[config.mk]
export PLATFORM = sky130hd
export DESIGN_NAME = dmem_latency_staller
export DESIGN_NICKNAME = d
export VERILOG_FILES = /design/src/rtl/dmem_latency_staller.sv
export SDC_FILE = /design/constraint.sdc
export NUM_CORES = 1
export LEC_CHECK = 0
export CORE_MARGIN = 1.5
export CORE_UTILIZATION = 54
export DETAILED_ROUTE_END_ITERATION = 10
export MAX_ROUTING_LAYER = met4
export PLACE_DENSITY = 0.84
export RECOVER_POWER = 25
export SETUP_SLACK_MARGIN = 0.15
export SLEW_MARGIN = 20
export SYNTH_ARGS = -nofsm -noshare
export SYNTH_HDL_FRONTEND = slang
export SYNTH_SLANG_ARGS = --single-unit
[constraint.sdc]
create_clock -name clk -period 6 [get_ports clk]
set_clock_uncertainty 0.2 [all_clocks]
set_input_delay 1.2 -clock clk [delete_from_list [all_inputs] [get_ports clk]]
set_output_delay 1.2 -clock clk [all_outputs]
set_load 0.03 [all_outputs]
[src/rtl/dmem_latency_staller.sv]
// MEM-stage stall controller: freezes the pipeline for a per-op latency (separate load/store),
// pulses mem_done on completion and keeps a saturating count of stalled cycles.
module dmem_latency_staller #(
    parameter int unsigned RD_LAT = 1,
    parameter int unsigned WR_LAT = 1,
    parameter int unsigned LAT_W  = 4,
    parameter int unsigned PERF_W = 32
) (
    input  logic              clk,
    input  logic              reset_n,
    input  logic              MemRead,
    input  logic              MemWrite,
    input  logic              hold_in,
    input  logic              flush,
    input  logic              perf_clr,
    output logic              MemStall,
    output logic              mem_done,
    output logic              busy,
    output logic [PERF_W-1:0] stall_cycles
);

    typedef enum logic [1:0] {StIdle, StBusy, StDone, StHold} state_e;

    localparam logic [LAT_W-1:0] RdLat  = LAT_W'(RD_LAT);
    localparam logic [LAT_W-1:0] WrLat  = LAT_W'(WR_LAT);
    localparam logic [LAT_W-1:0] MaxLat = (RdLat > WrLat) ? RdLat : WrLat;

    state_e             state_q, state_d;
    logic [LAT_W-1:0]   cnt_q, cnt_d;
    logic [PERF_W-1:0]  stall_cycles_q, stall_cycles_d;
    logic [LAT_W-1:0]   lat;
    logic               req;
    logic               mem_stall;
    logic               mem_done_c;

    assign req = MemRead | MemWrite;

    always_comb begin
        if (MemRead && MemWrite) begin
            lat = MaxLat;
        end else if (MemRead) begin
            lat = RdLat;
        end else begin
            lat = WrLat;
        end
    end

    always_comb begin
        state_d    = state_q;
        cnt_d      = cnt_q;
        mem_stall  = 1'b0;
        mem_done_c = 1'b0;
        if (flush) begin
            state_d = StIdle;
            cnt_d   = '0;
        end else begin
            unique case (state_q)
                StIdle: begin
                    if (req) begin
                        if (lat == '0) begin
                            mem_done_c = 1'b1;
                            state_d    = hold_in ? StHold : StIdle;
                        end else begin
                            mem_stall = 1'b1;
                            if (lat == LAT_W'(1)) begin
                                state_d = StDone;
                            end else begin
                                // First stall cycle is this one, so BUSY covers the rest.
                                cnt_d   = lat - LAT_W'(1);
                                state_d = StBusy;
                            end
                        end
                    end
                end
                StBusy: begin
                    mem_stall = 1'b1;
                    if (cnt_q == LAT_W'(1)) begin
                        state_d = StDone;
                    end else begin
                        cnt_d = cnt_q - LAT_W'(1);
                    end
                end
                StDone: begin
                    mem_done_c = 1'b1;
                    state_d    = hold_in ? StHold : StIdle;
                end
                StHold: begin
                    // Completed op still sits in MEM; must not be restarted.
                    if (!hold_in) begin
                        state_d = StIdle;
                    end
                end
                default: state_d = StIdle;
            endcase
        end
    end

    always_comb begin
        stall_cycles_d = stall_cycles_q;
        if (perf_clr) begin
            stall_cycles_d = '0;
        end else if (mem_stall && (stall_cycles_q != '1)) begin
            stall_cycles_d = stall_cycles_q + PERF_W'(1);
        end
    end

    always_ff @(posedge clk) begin
        if (!reset_n) begin
            state_q        <= StIdle;
            cnt_q          <= '0;
            stall_cycles_q <= '0;
        end else begin
            state_q        <= state_d;
            cnt_q          <= cnt_d;
            stall_cycles_q <= stall_cycles_d;
        end
    end

    assign MemStall     = mem_stall;
    assign mem_done     = mem_done_c;
    assign busy         = (state_q == StBusy);
    assign stall_cycles = stall_cycles_q;

endmodule

; ---- Yosys cells after proc, flatten, opt, wreduce, memory -nomap -nowiden
; Cells that the tools add are included.
[totals]
output_inout_bits = 35
regBits = 38
[op_classes]
mux = 10
bitwise_logic = 3
reduce_logical = 6
eq_ne = 8
add_sub_neg = 2
[ops]
columns = operator, n
row1 = $add A32 B1 Y32 const B, 1
row2 = $ne A32 B32 Y1 const B, 1
row3 = $mux W2, 4
row4 = $pmux W2 S4, 1
row5 = $eq A2 B2 Y1 const B, 2
row6 = $eq A4 B1 Y1 const B, 1
row7 = $mux W1, 4
row8 = $ne A2 B2 Y1 const B, 2
row9 = $reduce_or A2 Y1, 2
row10 = $sub A4 B1 Y4 const B, 1
row11 = $reduce_and A3 Y1, 1
row12 = $eq A2 B1 Y1 const B, 1
row13 = $logic_not A2 Y1, 1
row14 = $ne A2 B1 Y1 const B, 1
row15 = $not A1 Y1, 2
row16 = $pmux W1 S2, 1
row17 = $reduce_and A2 Y1, 1
row18 = $logic_and A1 B1 Y1, 1
row19 = $or A1 B1 Y1, 1

; ---- Logic depth before layout (Yosys ltp)
; Gate-level depths: netlist of the first run.
[logic_depth]
ltp_word = 5
ltp_mapped = 7
mapped_depth_nobuf = 6

; ---- Worst setup path before layout of the first run
; OpenSTA, ideal clock, no wires.
[synth_path]
path_kind = input-to-output
from = input port flush
to = output port mem_done
cell_stages = 1
t_required_ps = 4600
path_slack_ps = 2673
n_path_buf = 0
arrival_time_ps = 1927
cell_sequence = nor3b_1
[synth_between]
elab_chain_len = 1
[synth_rtl]
columns = element, line
row1 = start: declaration, 14  ; input logic flush,
row2 = $mux W1, 53  ; if (flush) begin
row3 = end: declaration, 17  ; output logic mem_done,
; Every way passes these cells.

; ---- Worst setup path in the final report of the first run
[layout_path]
from = input port MemWrite
to = output port MemStall
[layout_between]
elab_chain_len = 4
[layout_rtl]
columns = element, line
row1 = start: declaration, 12  ; input logic MemWrite,
row2 = $or A1 B1 Y1, 36  ; assign req = MemRead | MemWrite;
row3 = $mux W1, 59  ; if (req) begin
row4 = $pmux W1 S2, 57  ; unique case (state_q)
row5 = $mux W1, 53
row6 = end: declaration, 16  ; output logic MemStall,
; Every way passes these cells.

==> results.txt, run 1 <==
initial core utilization = 0.569
CTS buffer count = 5
Root Buffer = clkbuf_4
global-route wire length before repair = 7550 um
Post-Syn Nets = 238
arrival time of the worst setup path = 3.09 ns
via density per instance = 5.89
largest net degree at the start of global routing = 30
Slowest-stage cell, CP = clkdlybuf4s50_1
Post-Syn Instances = 228
worst path required time = 4.60 ns
fmax = 223 MHz
P&R area growth vs syn = 25.8%
synthesized cell area = 1910 um^2
Slew Viols, Final = 26
RSZ-0062 raised after global routing = false
critical path depth = 5
CP bufs+invs = 3
failing checks = capacitance limit, slew limit
critical path startpoint category = input pin
max_slew headroom = -0.604
initial antenna violation count = 0
synthesized flop and latch total = 38
Ys Warns = 0
R2R Setup Slk = 2.34 ns
gpl congestion = 0.761
diodes inserted = 0
crit-path cells = dlygate4sd3_1, nor3_1, or2_0, inv_1, clkdlybuf4s50_1
P per Cell Area = 189 nW/um^2
total die area = 3910 um^2
slowest cell delay on critical path = 0.60 ns
core region area = 3360 um^2
post-synthesis sequential area ratio = 0.397
Nets = 280
P_int = 350 uW
status = finished, violations left
Leak = 0.000774 uW
H-tree depth = 2
critical path class = in2out
post-DP HPWL = 3030 um
First-pass DRT Iterations = 4
# IOs = 42
Setup TNS = 0 ns
DRT iter0 DRCs = 121
Post-CTS Hold Buffers = 0
crit-path leading delay family = buffers and inverters
switching pwr = 105 uW
Post-CTS Setup Bufs = 0
post-CTS sizing = 0
Avg WL per Cell = 14.0 um
DRT Wirelength = 4420 um
Clock power frac = 0.387
Period Utilization, post-route = 0.749
CTS tree = yes
DRT antenna net count = 0
GRT overflow = 0
Hold Path Class = reg2reg
final hold viol count = 0
critical path endpoint = MemStall
worst r2r dst = stall_cycles[31]
combinational power share = 0.053
vias = 1867
Final Setup Violations = 0
CP endpoint kind = output pin
Hold WS = 0.313 ns
fraction of layout cells with a size suffix above 1 = 0.0480
CTS clock-pin slew for the worst setup and hold paths = 0.13 ns
GR Util All Layers = 0.244
# rows = 21
Syn Area/Cell = 8.40 um^2
vias in the first global route = 1686
Layout fillers = 296
Tmin final = 4.49 ns
worst-case reg-to-reg path depth = 6
Critical Path Start = MemWrite
Slew @ Worst Pin = 2.37 ns
Min-Delay Startpoint = stall_cycles[9]
crit path max fanout = 4
port bufs = 41
Die Y = 62.5 um
Sw Share = 0.231
clk buf depth = 2
die width = 62.5 um
clk sinks = 38
peak supply drop = 0.127 mV
Reg power frac = 0.561
max cap viols = 1
RR Startpoint = stall_cycles[0]
Hold Path Depth = 2
Yosys cell types = 39
Remaining DRCs = 0
worst skew pair latency = 0.36 ns
-- registers in the layout, summed over array words and instances, names as in the netlist --
name and cells:
stall_cycles 32, cnt_q 4, state_q 2
-- metrics by stage --
step | utilization | total power, uW | std cells | cell area [um^2] | worst slack, ns
6_report | 0.716 | 454 | 317 | 2410 | 1.51
5_1_grt | 0.716 | 472 | 317 | 2410 | 1.38
4_1_cts | 0.722 | 455 | 317 | 2430 | 1.68
3_5_place_dp | 0.699 | 285 | 309 | 2350 | 1.69
3_3_place_gp | 0.699 | 284 | 309 | 2350 | 1.71
2_1_floorplan | - | 275 | 228 | 1910 | 2.67
-- final cells by class --
cell class	count	area [um^2]	area share
Clock buffer	5	37.5	0.0156
Multi-Input combinational cell	181	1090	0.453
Timing Repair Buffer	41	410	0.170
Tap cell	46	57.6	0.0239
Sequential cell	38	761	0.316
Inverter	3	11.3	0.00468
Clock inverter	3	40.0	0.0166
-- cell usage in the layout (no fill, tap or decap), types with 4 or more instances in the layout --
cell type	count
xor2_1	4
nor2_1	11
o31ai_1	8
o21ai_1	4
clkdlybuf4s50_1	35
and3_1	7
or3_1	19
nand4_1	6
and4_1	6
and2_1	7
or4_1	7
nand3_1	10
clkbuf_4	5
dlygate4sd3_1	6
a21oi_1	28
nand2_1	22
o21ai_0	14
dfxtp_1	38
-- cells in the mapped netlist, drive strengths merged --
cell type,number,area [um^2]
clkbuf,3,11.3
or3,19,119
nor3b,1,7.51
nor4,1,21.3
nor2,11,41.3
mux2i,2,20.0
nand4,7,50.1
or4,7,52.6
or2,2,15.0
ha,3,37.5
and4,6,52.6
a21boi,1,7.51
nor3,3,15.0
and2b,1,7.51
dfxtp,38,761
xor2,4,35.0
nand2b,4,25.0
xnor2,3,26.3
nand2,22,82.6
o21ai,18,90.1
a21oi,28,140
nand3,10,50.1
inv,3,11.3
o31ai,8,65.1
and3,8,51.3
o311ai,1,26.3
and2,7,43.8
a31oi,1,6.26
nor2b,1,6.26
a211oi,1,7.51
o211ai,1,7.51
buf,3,21.3
-- kinds of logic (layout without fill, tap and decap cells) --
| family | Yosys count | in the layout | share of synthesized area |
|---|---|---|---|
| fa+ha+maj | 3 | 3 | 0.0196 |
| simple gates | 110 | 110 | 0.335 |
| buf+inv | 9 | 52 | 0.0229 |
| compound gates | 59 | 59 | 0.183 |
| flops | 38 | 38 | 0.397 |
| mux | 2 | 2 | 0.0105 |
| xor+xnor | 7 | 7 | 0.0320 |
-- metal layers --
layer	track usage	wire, um
met1	0.308	2060
met2	0.380	2080
met3	0.0685	240
met4	0.0806	46
met5	-	0
-- worst reg2reg max path, cell delays in order, from the launching register on --
cell and delay, ns:
dfxtp_1 0.43, ha_1 0.24, and3_1 0.21, nand3_1 0.12
o311ai_1 1.84, o21ai_0 0.33, a21oi_1 0.23
-- worst min-delay path by stage --
stage / slack, ns / endpoint
3_5_place_dp: 0.30 / stall_cycles[9]
6_report: 0.31 / stall_cycles[9]
4_1_cts: 0.31 / stall_cycles[9]
2_1_floorplan: 0.28 / cnt_q[3]
3_3_place_gp: 0.28 / stall_cycles[9]
5_1_grt: 0.35 / stall_cycles[18]
-- power groups by stage --
stage / Sequential, uW / Combinational [uW] / Clock [uW]
2_1_floorplan: 261 / 14.0 / 0
3_3_place_gp: 260 / 23.8 / 0
3_5_place_dp: 260 / 24.1 / 0
4_1_cts: 255 / 24.5 / 176
5_1_grt: 255 / 26.1 / 190
6_report: 255 / 23.9 / 176
No activity file was read; power rests on OpenSTA's default activity.
==> run 2: changes to the inputs <==
--- a/config.mk
+++ b/config.mk
@@ -6,10 +6,10 @@
 export NUM_CORES = 1
 export LEC_CHECK = 0
 export CORE_MARGIN = 1.5
-export CORE_UTILIZATION = 54
+export CORE_UTILIZATION = 45
 export DETAILED_ROUTE_END_ITERATION = 10
 export MAX_ROUTING_LAYER = met4
-export PLACE_DENSITY = 0.84
+export PLACE_DENSITY = 0.75
 export RECOVER_POWER = 25
 export SETUP_SLACK_MARGIN = 0.15
 export SLEW_MARGIN = 20
==> constraint.sdc (replaced) <==
create_clock -name clk -period 3.97 [get_ports clk]
set_clock_uncertainty 0.2 [all_clocks]
set_input_delay 0.794 -clock clk [delete_from_list [all_inputs] [get_ports clk]]
set_output_delay 0.794 -clock clk [all_outputs]
set_load 0.03 [all_outputs]
==> results.txt, run 2 (synthesis gave the netlist of run 1 again) <==
critical path startpoint category = input pin
H-tree depth = 2 (unchanged)
P_int = 516 uW (+48%)
crit-path leading delay family = buffers and inverters
diodes inserted = 0 (unchanged)
CP endpoint kind = output pin
post-DP HPWL = 3060 um (+0.81%)
Leak = 0.000798 uW (+3.0%)
Clock power frac = 0.372 (-0.015)
core region area = 4060 um^2 (+21%)
worst r2r dst = stall_cycles[22]
Slowest-stage cell, CP = clkdlybuf4s50_1
RR Startpoint = stall_cycles[0]
fraction of layout cells with a size suffix above 1 = 0.0554 (+0.00738)
First-pass DRT Iterations = 5 (+1)
status = completed
Final Util = 0.602 (-0.114)
PnR worst setup slack = 0.321 ns (-1.19 ns)
crit-path cells = dlygate4sd3_1, nor3_1, or2_1, inv_2, clkdlybuf4s50_1
switching pwr = 156 uW (+49%)
GR Util All Layers = 0.209 (-0.0357)
Largest register FFs = 32 (unchanged)
Slew @ Worst Pin = 0.900 ns (-1.47 ns)
CP bufs+invs = 3 (unchanged)
worst path required time = 2.98 ns (-1.62 ns)
initial antenna violation count = 0 (unchanged)
GRT overflow = 0 (unchanged)
multi-input logic area = 1110 um^2 (+1.8%)
Pwr Total = 672 uW (+48%)
peak supply drop = 0.189 mV (+49%)
via density per instance = 5.75 (-2.4%)
Final Setup Violations = 0 (unchanged)
DRT antenna net count = 0 (unchanged)
DRT Wirelength = 4240 um (-4.2%)
Slew Viols, Final = 0 (-100%)
Setup WS pre-CTS = 0.443 ns (-1.25 ns)
Hold Path Class = reg2reg
Min-Delay Startpoint = stall_cycles[9]
slowest cell delay on critical path = 0.59 ns (about the same)
Die Y = 68.2 um (+9.1%)
gpl congestion = 0.804 (+5.7%)
Setup TNS = 0 ns (unchanged)
DP Area = 2360 um^2 (+0.53%)
global-route wire length before repair = 7210 um (-4.5%)
max cap viols = 0 (-1)
CTS buffer count = 5 (unchanged)
CTS tree = yes
FF/Latch Area = 761 um^2 (unchanged)
Post-CTS Hold Buffers = 0 (unchanged)
Sw Share = 0.232 (+0.00119)
hold endpoint = stall_cycles[9]
most common cell after layout, fill and taps aside = dfxtp_1
initial core utilization = 0.472 (-0.0974)
RSZ-0062 raised after global routing = false
# IOs = 42 (unchanged)
Root Buffer = clkbuf_8
clk sinks = 38 (unchanged)
fmax = 274 MHz
worst skew pair latency = 0.29 ns (-0.07 ns)
post-CTS sizing = 0 (unchanged)
R2R Setup Slk = 1.50 ns (-0.84 ns)
port bufs = 41 (unchanged)
total die area = 4650 um^2 (+19%)
clk buf depth = 2 (unchanged)
worst-case reg-to-reg path depth = 6 (unchanged)
Avg WL per Cell = 13.2 um (-5.4%)
most frequent cells in the layout = dfxtp_1, clkdlybuf4s50_1, a21oi_1, nand2_1, or3_1
vias in the first global route = 1591 (-5.6%)
vias = 1846 (-1.1%)
Reg power frac = 0.573 (+0.012)
largest net degree at the start of global routing = 30 (unchanged)
DRT iter0 DRCs = 130 (+7.4%)
# rows = 23 (+9.5%)
crit path max fanout = 4 (unchanged)
Nets = 281 (+0.36%)
Post-CTS Setup Bufs = 0 (unchanged)
final instance area = 2440 um^2 (+1.4%)
CTS clock-pin slew for the worst setup and hold paths = 0.08 ns (-0.05 ns)
Remaining DRCs = 0 (unchanged)
Tmin final = 3.65 ns
Period Utilization, post-route = 0.919
P per Cell Area = 275 nW/um^2 (+46%)
arrival time of the worst setup path = 2.66 ns (-0.43 ns)
combinational power share = 0.055 (+0.002)
critical path class = in2out
max_slew headroom = 0.397 (+1.00)
Hold Path Depth = 2 (unchanged)
P&R area growth vs syn = 27.5%
die width = 68.2 um (+9.1%)
Layout fillers = 386 (+30%)
final hold viol count = 0 (unchanged)
## run 2: power by group through the flow
| stage | Combinational, uW | Sequential, uW | Clock, uW |
|---|---|---|---|
| after floorplan | 21.2 | 394 | 0 |
| after global placement | 37.2 | 394 | 0 |
| after detailed placement | 37.6 | 394 | 0 |
| after CTS | 37.7 | 385 | 255 |
| after global routing | 40.4 | 385 | 269 |
| final | 36.9 | 385 | 250 |
## run 2: final cells by class
class,instances,area share
sequential,38,0.312
clock inverter,2,0.00410
multi-input combinational,181,0.455
inverter,3,0.00461
tap,50,0.0256
clock buffer,5,0.0282
timing repair buffer,42,0.171
## run 2: worst max path at each step
stage,from,endpoint,depth (start not counted)
CTS,MemWrite,MemStall,5
global placement,MemWrite,MemStall,5
finish,MemWrite,MemStall,5
floorplan,flush,mem_done,1
global route,MemWrite,MemStall,5
detailed placement,MemWrite,MemStall,5
## run 2: tightest hold or removal path: stages (launching register included)
cell	delay (ns)
dfxtp_1	0.33
o21ai_0	0.07
a21oi_1	0.06
## run 2: layer usage
| metal | vias to the layer above | track usage | wire (um) |
|---|---|---|---|
| met5 | - | - | 0 |
| met4 | 0 | 0.0925 | 68 |
| met3 | 7 | 0.0378 | 192 |
| met2 | 46 | 0.311 | 1930 |
| met1 | 855 | 0.275 | 2050 |
| li1 | 938 | - | - |
## run 2: metrics by stage
step	hold WS, ns	std cells
global placement	0.289	314
global route	0.321	321
floorplan	0.280	228
CTS	0.310	321
finish	0.303	321
detailed placement	0.297	314
==> run 3: changes to the inputs <==
--- a/config.mk
+++ b/config.mk
@@ -5,9 +5,11 @@
 export SDC_FILE = /design/constraint.sdc
 export NUM_CORES = 1
 export LEC_CHECK = 0
+export CAP_MARGIN = 30
 export CORE_MARGIN = 1.5
 export CORE_UTILIZATION = 45
 export DETAILED_ROUTE_END_ITERATION = 10
+export GPL_TIMING_DRIVEN = 0
 export MAX_ROUTING_LAYER = met4
 export PLACE_DENSITY = 0.75
 export RECOVER_POWER = 25
==> results.txt, run 3 (synthesis gave the netlist of run 1 again) <==
initial antenna violation count = 0 (unchanged)
max_slew headroom = 0.439 (+0.0422)
fraction of layout cells with a size suffix above 1 = 0.0650 (+0.00963)
Slowest-stage cell, CP = clkdlybuf4s50_1
Slew Viols, Final = 0 (unchanged)
Leak = 0.000814 uW (+2.0%)
GRT overflow = 0 (unchanged)
Avg WL per Cell = 13.9 um (+5.6%)
# rows = 23 (unchanged)
status = completed
post-CTS sizing = 0 (unchanged)
total die area = 4650 um^2 (unchanged)
Post-CTS Setup Bufs = 0 (unchanged)
global-route wire length before repair = 7470 um (+3.6%)
Tmin final = 3.73 ns (+0.0829 ns)
post-DP HPWL = 3260 um (+6.8%)
die width = 68.2 um (unchanged)
initial core utilization = 0.472 (unchanged)
P&R area growth vs syn = 30.7%
clk buf depth = 2 (unchanged)
DRT Wirelength = 4560 um (+7.5%)
Pwr Total = 758 uW (+13%)
max cap viols = 0 (unchanged)
CTS buffer count = 5 (unchanged)
RSZ-0062 raised after global routing = false
Root Buffer = clkbuf_8
CP endpoint kind = output pin
crit-path leading delay family = buffers and inverters
clk sinks = 38 (unchanged)
Post-CTS Hold Buffers = 0 (unchanged)
crit-path cells = dlygate4sd3_1, nor3_1, or2_1, inv_2, clkdlybuf4s50_1
slowest cell delay on critical path = 0.59 ns (about the same)
largest net degree at the start of global routing = 14 (-53%)
CTS clock-pin slew for the worst setup and hold paths = 0.08 ns (about the same)
Largest register FFs = 32 (unchanged)
fmax = 268 MHz (-2.2%)
arrival time of the worst setup path = 2.74 ns (+0.08 ns)
H-tree depth = 2 (unchanged)
vias in the first global route = 1660 (+4.3%)
Die Y = 68.2 um (unchanged)
DRT antenna net count = 0 (unchanged)
Nets = 286 (+1.8%)
DRT iter0 DRCs = 102 (-22%)
final hold viol count = 0 (unchanged)
peak supply drop = 0.175 mV (-7.6%)
Remaining DRCs = 0 (unchanged)
CTS tree = yes
core region area = 4060 um^2 (unchanged)
Slew @ Worst Pin = 0.833 ns (-0.0668 ns)
most common cell after layout, fill and taps aside = dfxtp_1
port bufs = 41 (unchanged)
P per Cell Area = 303 nW/um^2 (+10%)
diodes inserted = 0 (unchanged)
most frequent cells in the layout = dfxtp_1, clkdlybuf4s50_1, a21oi_1, nand2_1, or3_1
Layout fillers = 378 (-2.1%)
critical path startpoint category = input pin
Setup TNS = 0 ns (unchanged)
R2R Setup Slk = 1.69 ns (+0.19 ns)
# IOs = 42 (unchanged)
worst path required time = 2.98 ns (about the same)
CP bufs+invs = 3 (unchanged)
GR Util All Layers = 0.220 (+0.0111)
worst skew pair latency = 0.30 ns (about the same)
Period Utilization, post-route = 0.940 (+0.0209)
First-pass DRT Iterations = 4 (-1)
via density per instance = 5.58 (-2.9%)
crit path max fanout = 4 (unchanged)
critical path class = in2out
Final Setup Violations = 0 (unchanged)
gpl congestion = 0.815 (+1.3%)
Hold Path Class = reg2reg
vias = 1826 (-1.1%)
[run 3: final cells by class]
type / count / area [um^2] / share of cell area
Tap cell: 50 / 62.6 / 0.0250
Inverter: 3 / 11.3 / 0.00450
Multi-Input combinational cell: 181 / 1110 / 0.444
Buffer: 6 / 32.5 / 0.0130
Timing Repair Buffer: 41 / 410 / 0.164
Clock buffer: 5 / 68.8 / 0.0275
Clock inverter: 3 / 45.0 / 0.0180
Sequential cell: 38 / 761 / 0.304
[run 3: routing by layer]
layer	vias to the layer above	GRT usage	share of wire
li1	940	-	-
met1	854	0.290	0.49
met2	28	0.323	0.47
met3	4	0.0592	0.034
met4	0	0.0775	0.0090
met5	-	-	0
[run 3: power breakdown]
| part | leakage (uW) | total [uW] | internal [uW] | switching, uW |
|---|---|---|---|---|
| registers | 0.000306 | 385 | 382 | 2.24 |
| logic | 0.000457 | 37.9 | 15.6 | 22.3 |
| clock network | 0.0000504 | 336 | 187 | 149 |
[run 3: worst paths after layout]
| check | from | endpoint | depth (start not counted) |
|---|---|---|---|
| worst max register to register | stall_cycles[0] | stall_cycles[7] | 7 |
| worst min register to register | stall_cycles[9] | stall_cycles[9] | 2 |
| worst min-delay path | stall_cycles[9] | stall_cycles[9] | 2 |
| worst max-delay path | MemWrite | MemStall | 5 |
[run 3: per-stage QoR]
step	hold WS [ns]	setup WS [ns]	area [um^2]	util	cells
6_report	0.310	0.238	2500	0.616	327
5_1_grt	0.322	0.139	2500	0.616	327
4_1_cts	0.312	0.337	2500	0.616	327
3_5_place_dp	0.299	0.370	2390	0.588	319
3_3_place_gp	0.288	0.444	2390	0.588	319
2_1_floorplan	0.280	1.46	1910	-	228
[run 3: worst reg2reg max path, stage by stage, from the launching register on]
cell,delay [ns]
dfxtp_1,0.41
ha_1,0.26
and3_1,0.21
nand3_1,0.16
o311ai_4,0.40
buf_2,0.30
xor2_1,0.16
nor2_1,0.05
